--- src/rtl/seg_scan_readback.sv ---
// rtl/seg_scan_readback.sv - encodes scanned 7-segment digit/segment lines back into a 32-bit value
// Captures each digit after SETTLE stable cycles and reports frames and unknown patterns.
module seg_scan_readback #(
    parameter int unsigned SETTLE = 4
) (
    input  logic        clk,
    input  logic        rst,
    input  logic [7:0]  an,
    input  logic [7:0]  seg,
    output logic [31:0] value,
    output logic [7:0]  digit_valid,
    output logic        frame_done,
    output logic        bad_pattern
);

    localparam int CW = $clog2(SETTLE + 1);
    localparam logic [CW-1:0] LAST = CW'(SETTLE - 1);

    typedef enum logic {
        WAIT = 1'b0,
        HELD = 1'b1
    } state_t;

    state_t        state, state_next;
    logic [CW-1:0] cnt, cnt_next;
    logic [7:0]    an_r, seg_r;
    logic [7:0]    seen, seen_next;
    logic          changed;
    logic          capture;

    logic [7:0]    sel;
    logic          one_digit;
    logic [2:0]    idx;
    logic          hit;
    logic [3:0]    nib;
    logic          blank;
    logic          cap_ok;

    // seg[7] (dp) is deliberately left out of the lookup
    function automatic logic [4:0] encode(input logic [6:0] p);
        logic [4:0] r;
        case (p)
            7'h7E:   r = 5'h10;
            7'h30:   r = 5'h11;
            7'h6D:   r = 5'h12;
            7'h79:   r = 5'h13;
            7'h33:   r = 5'h14;
            7'h5B:   r = 5'h15;
            7'h5F:   r = 5'h16;
            7'h70:   r = 5'h17;
            7'h7F:   r = 5'h18;
            7'h7B:   r = 5'h19;
            7'h77:   r = 5'h1A;
            7'h1F:   r = 5'h1B;
            7'h4E:   r = 5'h1C;
            7'h3D:   r = 5'h1D;
            7'h4F:   r = 5'h1E;
            7'h47:   r = 5'h1F;
            default: r = 5'h00;
        endcase
        return r;
    endfunction

    always_ff @(posedge clk or posedge rst) begin
        if (rst) begin
            state <= WAIT;
            cnt   <= '0;
        end else begin
            state <= state_next;
            cnt   <= cnt_next;
        end
    end

    // Any input change restarts the stability count, whatever the state
    always_comb begin
        changed    = ({an, seg} != {an_r, seg_r});
        state_next = state;
        cnt_next   = cnt;
        capture    = 1'b0;
        if (changed) begin
            state_next = WAIT;
            cnt_next   = '0;
        end else begin
            case (state)
                WAIT: begin
                    if (cnt == LAST) begin
                        capture    = 1'b1;
                        state_next = HELD;
                    end else begin
                        cnt_next = cnt + 1'b1;
                    end
                end
                HELD: begin
                    state_next = HELD;
                end
                default: begin
                    state_next = WAIT;
                end
            endcase
        end
    end

    always_comb begin
        sel       = ~an_r;
        one_digit = (sel != 8'h00) && ((sel & (sel - 8'h01)) == 8'h00);
        idx       = 3'd0;
        for (int i = 0; i < 8; i++) begin
            if (sel[i]) begin
                idx = 3'(i);
            end
        end
        {hit, nib} = encode(seg_r[6:0]);
        blank      = (seg_r[6:0] == 7'h00);
        cap_ok     = capture && one_digit;
    end

    // A full mask is cleared on the pulse edge; a capture on that edge survives
    always_comb begin
        seen_next = (seen == 8'hFF) ? 8'h00 : seen;
        if (cap_ok) begin
            seen_next[idx] = 1'b1;
        end
    end

    always_ff @(posedge clk or posedge rst) begin
        if (rst) begin
            an_r        <= 8'hFF;
            seg_r       <= 8'h00;
            value       <= 32'h0;
            digit_valid <= 8'h00;
            frame_done  <= 1'b0;
            bad_pattern <= 1'b0;
            seen        <= 8'h00;
        end else begin
            an_r        <= an;
            seg_r       <= seg;
            seen        <= seen_next;
            frame_done  <= (seen == 8'hFF);
            bad_pattern <= cap_ok && !hit && !blank;
            if (cap_ok) begin
                digit_valid[idx] <= hit;
                if (hit) begin
                    value[{idx, 2'b00} +: 4] <= nib;
                end
            end
        end
    end

endmodule

--- config.mk ---
export PLATFORM = sky130hd
export DESIGN_NAME = seg_scan_readback
export DESIGN_NICKNAME = d
export VERILOG_FILES = /design/src/rtl/seg_scan_readback.sv
export SDC_FILE = /design/constraint.sdc
export NUM_CORES = 1
export LEC_CHECK = 0
export ABC_AREA = 1
export CAP_MARGIN = 20
export CELL_PAD_IN_SITES_DETAIL_PLACEMENT = 1
export CELL_PAD_IN_SITES_GLOBAL_PLACEMENT = 1
export CORE_ASPECT_RATIO = 1.5
export CORE_UTILIZATION = 42
export DETAILED_ROUTE_END_ITERATION = 10
export PLACE_DENSITY = 0.9
export REMOVE_ABC_BUFFERS = 1
export SLEW_MARGIN = 10
export SYNTH_ARGS = -nofsm -noshare
export SYNTH_HDL_FRONTEND = slang
export SYNTH_SLANG_ARGS = --single-unit
--- constraint.sdc ---
create_clock -name clk -period 5.51 [get_ports clk]
set_input_delay 1.102 -clock clk [delete_from_list [all_inputs] [get_ports clk]]
set_output_delay 1.102 -clock clk [all_outputs]
set_load 0.05 [all_outputs]
==> results.toml, run 1 <==
[cells_and_area]
instances_no_fill = 713
antenna_cells = 0
drive_gt1_share_pct = 7.30
fin_area_um2 = 4780
area_growth_pct = 26.2
nNetsFinal = 622
final_cell_mix = "nand2_1, nor2_1, inv_1, dfrtp_1, clkdlybuf4s50_1"
final_common_cell = "nand2_1"

[sta]
max-slew-margin-rel_pct = 40.8
worst_pin_slew_ps = 888
rsz0062_at_grt = "false"
setup_viol = 0
hold_violations = 0
final.period_utilization_pct = 56.5
skew_ps = 4.48
min_period_ps = 3110
maxSlewViolCount = 0
fin_tns_setup_ps = 0
max_freq_mhz = 321

[setup_path]
required_ps = 5740
endpoint_kind = "register"
crit_path_max_incr_delay_ps = 510
cp_slowest_cell = "clkdlybuf4s50_1"
crit_top_cell = "nand2_1"
crit_chain = "clkdlybuf4s50_1 > inv_1 > nand2_1 > nand2_1 > inv_1 > nand2_1 > nor2_1 > nand2_1 > nor2_1 > nand2_1 > nor2_2 > nand2_1 > nand2_1 > nand2_1"
path_max_fanout = 12
crit_path_start_kind = "primary input"
arrival_ps = 3340
critPathKind = "primary input to register"

[die]
start_util_pct = 43.2
die_w_um = 79.6
fp-row-count = 42
io-pin-count = 60
die_area_um2 = 9420
die_y_um = 118
fp.coreArea_um2 = 8780

[synth]
synth_area_per_cell_um2 = 7.13
synth_seq_area_share_pct = 46.5
yosys.cell_types.count = 29
synth_edf_count = 0
netlist_area_um2 = 3790
synth-seq-cells = 70
ys_warn_count = 0
synth_flop_cell = "dfrtp_1"
synthArstFlopShare_pct = 100
synth_cells = 532

[placement]
gp_congestion = 0.875
dp.cells = 698
port_buffers = 59
dp_hpwl_um = 8320
place_area_um2 = 4490

[clocking]
ctsHtreeMaxLevel = 3
cts_hold_buf = 0
cts_setup_buffers = 0
cts_num_sinks = 70
ctsRootBufferMaster = "clkbuf_16"
cts-buffers-inserted = 9
cts_resized = 0
path_clk_slew_ps = 50
clk_path_buf_depth = 2
worstSkewPairLatency_ps = 340
cts_tree = "yes"

[job]
drv_cap = 0

[route]
dr.pass1.iters = 4
drt_iter0_drc = 226
vias_per_cell = 5.24
drt_wl_total_um = 11200
wl_per_cell_um = 15.6
ant_nets = 0
vias = 3737
drc = 0

[global_route]
grt_first_pass_wirelength_um = 19000
overflow = 0
grt_pass1_vias = 4076
grt_max_degree = 71
grt_usage_pct = 26.5
antenna_found_initial = 0

[power]
leakage_nw = 2.64
peakVddDrop_mv = 0.162
power.density_nw_per_um2 = 254

[outcome]
status = "complete, no violations"

[min_path]
min_path_type = "register to register"
-- area by class of cell --
class	count	area, µm²
clock buffers	11	243
clock inverters	4	47.5
fillers	1142	3990
inverters	67	251
multi-input cells	391	1750
flip-flops and latches	70	1760
well taps	110	138
repair buffers	60	598
-- final timing paths --
path                                 from          to  slack [ps]  cells after the start
worst min register to register  value[13]   value[13]         470                      2
min in group asynchronous             rst  frame_done        1350                      3
worst max register to register    an_r[4]    value[2]        2470                     12
max in group asynchronous             rst    value[8]        3580                      3
worst max-delay path                an[6]   value[15]        2400                     14
worst min-delay path            value[13]   value[13]         470                      2
-- logic make-up (layout without fill, tap and decap cells) --
kind of cell	count (synthesis)	in the layout	share of synthesized area, %
AO/OA/AOI/OAI	16	16	2.31
XOR/XNOR	3	3	0.693
adder cells (fa/ha/maj)	5	5	1.65
buffers and inverters	71	142	7.49
flip-flops	70	70	46.5
multiplexers	1	1	0.297
AND/OR/NAND/NOR	366	366	41.1
-- worst max-delay path, delay by kind of cell --
kind	cells	cell delay [ps]
buf+inv	3	650
simple gates	11	1580
-- synthesized netlist by cell type (2+ instances only) --
master,number,share of area [%]
nand2_1,219,22
nor2_1,67,6.6
inv_1,63,6.2
dfrtp_1,62,41
nand3_1,43,5.7
nand4_1,11,1.8
o21ai_0,10,1.3
dfstp_2,8,5.5
nor3_1,8,1.1
ha_1,5,1.7
nor2_2,5,0.83
inv_2,4,0.40
nor2_4,4,1.2
xnor2_1,3,0.69
a21oi_1,2,0.26
buf_2,2,0.26
buf_6,2,0.59
nand2_2,2,0.33
nand2_4,2,0.59
-- registers in the layout, indices dropped and copies added (netlist names) --
name,count
value,32
an_r,8
digit_valid,8
seen,8
seg_r,8
cnt,3
bad_pattern,1
frame_done,1
state,1
-- power breakdown --
| group | switching [W] | total (W) | internal [W] |
|---|---|---|---|
| clock | 0.000217 | 0.000576 | 0.000358 |
| sequential | 0.00000907 | 0.000532 | 0.000523 |
| combinational | 0.0000761 | 0.000109 | 0.0000325 |
| total | 0.000303 | 0.00122 | 0.000914 |
-- per-layer routing --
layer | share of wire, % | track usage [%] | vias up
met4 | 3.9 | 16.5 | 0
met2 | 57 | 49.4 | 99
met1 | 36 | 26.6 | 1826
met5 | 0 | 0 | -
li1 | - | - | 1778
met3 | 2.8 | 3.47 | 34
-- stage by stage --
stage	power [W]	worst slack, ps	hold slack [ps]	utilization, %
4_1_cts	0.00123	2400	473	54.5
3_3_place_gp	0.000641	2270	454	51.2
3_5_place_dp	0.000647	2110	459	51.2
6_report	0.00122	2400	467	54.5
5_1_grt	0.00126	2180	483	54.5
2_1_floorplan	0.000606	2650	449	-
Power figures use the tool's default switching activity.
==> run 2: changes to the inputs <==
- CORE_UTILIZATION: 42 -> 35
- PLACE_DENSITY: 0.9 -> 0.8
- clock period: 5.51 -> 2.8 ns (I/O delays scaled with it)
==> run 2 against run 1 <==
  * Count of clock-buffer cells in the layout increased by 1
  * Cell count increased by 5.6%
  * Total power increased by 91%
  * Critical path depth decreased by 2
  * Utilization decreased by 8.2 points
  * Final area increased by 2.0%
  * Register-to-register slack got worse by 2200 ps
  * Critical endpoint is now value[24]
  * Largest power group is now registers
==> results.toml, run 2 (synthesis gave the netlist of run 1 again) <==
[sta]
final.period_utilization_pct = 91.7
setup_viol = 0
skew_ps = 6.06
min_period_ps = 2570
fin_ws_ps = 233
max_freq_mhz = 390
worst_pin_slew_ps = 578
max-slew-margin-rel_pct = 61.4
fin_tns_setup_ps = 0
rsz0062_at_grt = "false"
maxSlewViolCount = 0
hold_violations = 0

[global_route]
grt_max_degree = 38
grt_pass1_vias = 3929
grt_first_pass_wirelength_um = 18500
antenna_found_initial = 0
overflow = 0
grt_usage_pct = 21.5

[setup_path]
path_max_fanout = 9
r2r_start = "an_r[4]"
endpoint_kind = "register"
r2r_cells = 12
arrival_ps = 2840
required_ps = 3070
r2r_end = "value[24]"
r2r_slack_ps = 230
crit_path_start_kind = "register"
critPathKind = "register to register"
cp-startpoint = "an_r[4]"

[power]
switching_share_pct = 26.0
clockPowerShare_pct = 45.4
intPower_w = 0.00172
seq_power_share_pct = 45.1
switchingPower_w = 0.000603
power.density_nw_per_um2 = 476
leakage_nw = 2.66
peakVddDrop_mv = 0.276
p_comb_share_pct = 9.5

[placement]
gp_congestion = 0.868
place_ws_ps = -87.3
dp_hpwl_um = 8660
dp.cells = 736
port_buffers = 59

[clocking]
ctsRootBufferMaster = "clkbuf_16"
worstSkewPairLatency_ps = 340
clk_path_buf_depth = 2
cts_setup_buffers = 0
cts_num_sinks = 70
path_clk_slew_ps = 60
ctsHtreeMaxLevel = 3
cts-buffers-inserted = 9
cts_tree = "yes"

[die]
die_y_um = 129
die_w_um = 87.0
io-pin-count = 60
fp.coreArea_um2 = 10500
die_area_um2 = 11300
fp-row-count = 46
start_util_pct = 36.0

[cells_and_area]
multi_input_area_um2 = 1780
final_common_cell = "nand2_1"
ff_latch_area_um2 = 1760
fillers = 1359
top_register = "value"
instances_no_fill = 753
utilization_pct = 46.4
largest_reg_flops = 32
final_cell_mix = "nand2_1, nor2_1, dfrtp_1"
area_growth_pct = 28.8
nNetsFinal = 627
drive_gt1_share_pct = 8.87
antenna_cells = 0

[min_path]
whs_path_depth = 2
min_to = "value[28]"
min_from = "value[28]"
min_path_type = "register to register"

[route]
drc = 0
ant_nets = 0
vias_per_cell = 4.80
dr.pass1.iters = 4
drt_iter0_drc = 154
vias = 3616
drt_wl_total_um = 11100
wl_per_cell_um = 14.8

[job]
drv_cap = 0

[outcome]
status = "complete, no violations"
-- run 2: worst max path at each step --
stage / endpoint / slack (ps)
2_1_floorplan: value[0] / 420
3_3_place_gp: value[3] / -30
3_5_place_dp: value[2] / -90
4_1_cts: value[24] / 60
5_1_grt: value[24] / 30
6_report: value[24] / 230
-- run 2: power by group through the flow --
stage          clock (W)  sequential [W]  combinational [W]
2_1_floorplan          0         0.00106           0.000133
3_3_place_gp           0         0.00106           0.000211
3_5_place_dp           0         0.00106           0.000219
4_1_cts          0.00107         0.00105           0.000221
5_1_grt          0.00112         0.00105           0.000252
6_report         0.00105         0.00105           0.000222
-- run 2: worst max-delay path, stage by stage (launching register included) --
cell	delay (ps)
dfstp_2	600
inv_2	60
a21oi_1	140
nand2_1	110
nand2_4	130
inv_1	130
ha_1	210
ha_2	340
inv_4	150
nand2_1	190
nor2_4	230
nand3_1	140
nand2_1	80
-- run 2: through the flow --
| stage | cell area [µm²] | hold slack (ps) | total power, W |
|---|---|---|---|
| after floorplan | 3760 | 449 | 0.00119 |
| after global placement | 4580 | 456 | 0.00127 |
| after detailed placement | 4580 | 458 | 0.00128 |
| after CTS | 4850 | 471 | 0.00233 |
| after global routing | 4880 | 504 | 0.00242 |
| final | 4880 | 468 | 0.00232 |
-- run 2: routing by layer --
metal / routed length [µm] / up-vias / global-route usage [%]
met5: 0 / - / 0
met2: 6290 / 61 / 41.7
met3: 245 / 22 / 3.25
li1: - / 1788 / -
met4: 252 / 0 / 8.43
met1: 4340 / 1745 / 22.7
-- run 2: repair_timing --
item,4_1_cts,5_1_grt
gates cloned,0,1
hold buffers,0,0
endpoints found under the setup margin,14,28
pin swaps,0,1
gates resized for setup,2,6
-- run 2: layout make-up --
type	count	share of cell area, %
multi-input cells	392	36.4
flip-flops and latches	70	36.1
repair buffers	64	13.1
inverters	67	5.20
clock buffers	12	5.05
well taps	144	3.69
clock inverters	4	0.461
==> run 3: changes to the inputs <==
- ABC_CLOCK_PERIOD_IN_PS: unset -> 2800
- GPL_ROUTABILITY_DRIVEN: unset -> 0
- GPL_TIMING_DRIVEN: unset -> 0
==> run 3 against run 2 <==
  * Sequential power about the same
  * Setup slack lost 47 ps
  * Global-route usage fell by 1.2 points
  * Critical path depth is 1 higher
  * Largest power group is now the clock network
  * Hold slack better by 1.0 ps
  * Utilization fell by 0.18 points
  * Sequential cell count is the same
==> results.toml, run 3 (synthesis gave the netlist of run 1 again) <==
[sta]
final.period_utilization_pct = 93.4
min_period_ps = 2610
rsz0062_at_grt = "false"
fin_ws_ps = 186
fin_tns_setup_ps = 0
setup_viol = 0
hold_violations = 0
maxSlewViolCount = 0
worst_pin_slew_ps = 563
skew_ps = 8.67
max_freq_mhz = 383
max-slew-margin-rel_pct = 62.1

[route]
met3_wirelength_um = 252
drt_iter0_drc = 113
vias = 3585
top_layer_used = "met4"
wl_met2_um = 5810
wl_met1_um = 4150
drt_wl_total_um = 10500
wl_per_cell_um = 14.0
dr.pass1.iters = 6
drc = 0
vias_per_cell = 4.79
ant_nets = 0

[die]
die_y_um = 129
fp.coreArea_um2 = 10500
die_w_um = 87.0
start_util_pct = 36.0
io-pin-count = 60
fp-row-count = 46
die_area_um2 = 11300

[setup_path]
crit_chain = "inv_2 > a21oi_1 > nand2_1 > nand2_4 > inv_1 > ha_1 > ha_4 > nor2_4 > nand2_1 > nor3_1 > nand3_1 > nand2_1 > nand2_1"
arrival_ps = 2840
crit_family = "simple AND/OR/NAND/NOR gates"
crit_top_cell = "nand2_1"
endpoint_kind = "register"
r2r_slack_ps = 190
required_ps = 3030
path_max_fanout = 9
critPathKind = "register to register"
crit_buf_inv = 2
r2r_end = "value[27]"
r2r_cells = 13
r2r_start = "an_r[4]"
crit_path_max_incr_delay_ps = 600
cp_slowest_cell = "dfstp_2"
crit_path_start_kind = "register"

[power]
leakage_nw = 2.63
power.density_nw_per_um2 = 480
total_power_w = 0.00233
peakVddDrop_mv = 0.283

[global_route]
grt_pass1_vias = 3798
grt_first_pass_wirelength_um = 17700
grt_usage_pct = 20.2
overflow = 0
grt_max_degree = 40
antenna_found_initial = 0

[cells_and_area]
area_growth_pct = 28.3
utilization_pct = 46.2
top_register = "value"
fin_area_um2 = 4860
final_cell_mix = "nand2_1, nor2_1, dfrtp_1"
largest_reg_flops = 32
drive_gt1_share_pct = 8.44
nNetsFinal = 622
final_common_cell = "nand2_1"
antenna_cells = 0

[placement]
place_ws_ps = -40.8
dp_hpwl_um = 8180
place_area_um2 = 4550
port_buffers = 59

[clocking]
ctsRootBufferMaster = "clkbuf_16"
ctsHtreeMaxLevel = 3
cts-buffers-inserted = 9
cts_num_sinks = 70
cts_hold_buf = 0
clk_path_buf_depth = 2
worstSkewPairLatency_ps = 340
cts_tree = "yes"
path_clk_slew_ps = 60

[min_path]
whs_path_depth = 2
min_to = "value[13]"
min_from = "value[13]"
min_path_type = "register to register"

[job]
drv_cap = 0

[outcome]
status = "complete, no violations"
-- run 3: cell count changes in the layout (fill, tap and decap cells not counted), sizes merged --
cell / delta
buf: -4
clkbuf: -2
clkinv: -2
clkinvlp: +2
inv: +2
nor2: -1
-- run 3: worst max path at each step --
stage               startpoint        end  slack (ps)  depth (start not counted)
floorplan              an_r[4]   value[0]         420                         12
global placement           rst   seg_r[3]        -700                          2
detailed placement     an_r[4]   value[2]         -40                         12
CTS                    an_r[4]  value[16]          50                         11
global route           an_r[4]  value[11]          30                         13
finish                 an_r[4]  value[27]         190                         13
-- run 3: cell type report --
| cell class | instances | area, µm² |
|---|---|---|
| Multi-Input combinational cell | 391 | 1780 |
| Timing Repair Buffer | 60 | 611 |
| Fill cell | 1341 | 5670 |
| Sequential cell | 70 | 1760 |
| Clock inverter | 6 | 45.0 |
| Tap cell | 144 | 180 |
| Inverter | 67 | 254 |
| Clock buffer | 10 | 229 |
-- run 3: timing repair --
item                       CTS  global route
hold endpoints to repair     0             0
buffers inserted             0             0
pin swaps                    0             1
setup endpoints to repair    8            31
resized for setup            3             6
-- run 3: worst reg2reg max path: cells and delay by family (launching register included) --
family / cells / cell delay (ps)
buf+inv: 2 / 210
fa+ha+maj: 2 / 430
compound gates: 1 / 120
flops: 1 / 600
simple gates: 8 / 1150
-- run 3: metal layers --
| layer | global-route usage, % | vias up |
|---|---|---|
| met4 | 7.94 | 0 |
| met2 | 37.9 | 58 |
| met1 | 22.3 | 1725 |
| li1 | - | 1784 |
| met5 | 0 | - |
| met3 | 3.57 | 18 |
-- run 3: where the power goes --
group,internal [W],total [W],switching [W],leakage (nW)
combinational,0.0000687,0.000216,0.000147,1.57
sequential,0.00103,0.00105,0.0000178,0.932
clock,0.000604,0.00107,0.000468,0.126
-- run 3: stage by stage --
step | std cells | hold slack (ps)
3_3_place_gp | 731 | 457
3_5_place_dp | 732 | 457
2_1_floorplan | 528 | 449
6_report | 748 | 469
5_1_grt | 748 | 499
4_1_cts | 748 | 472
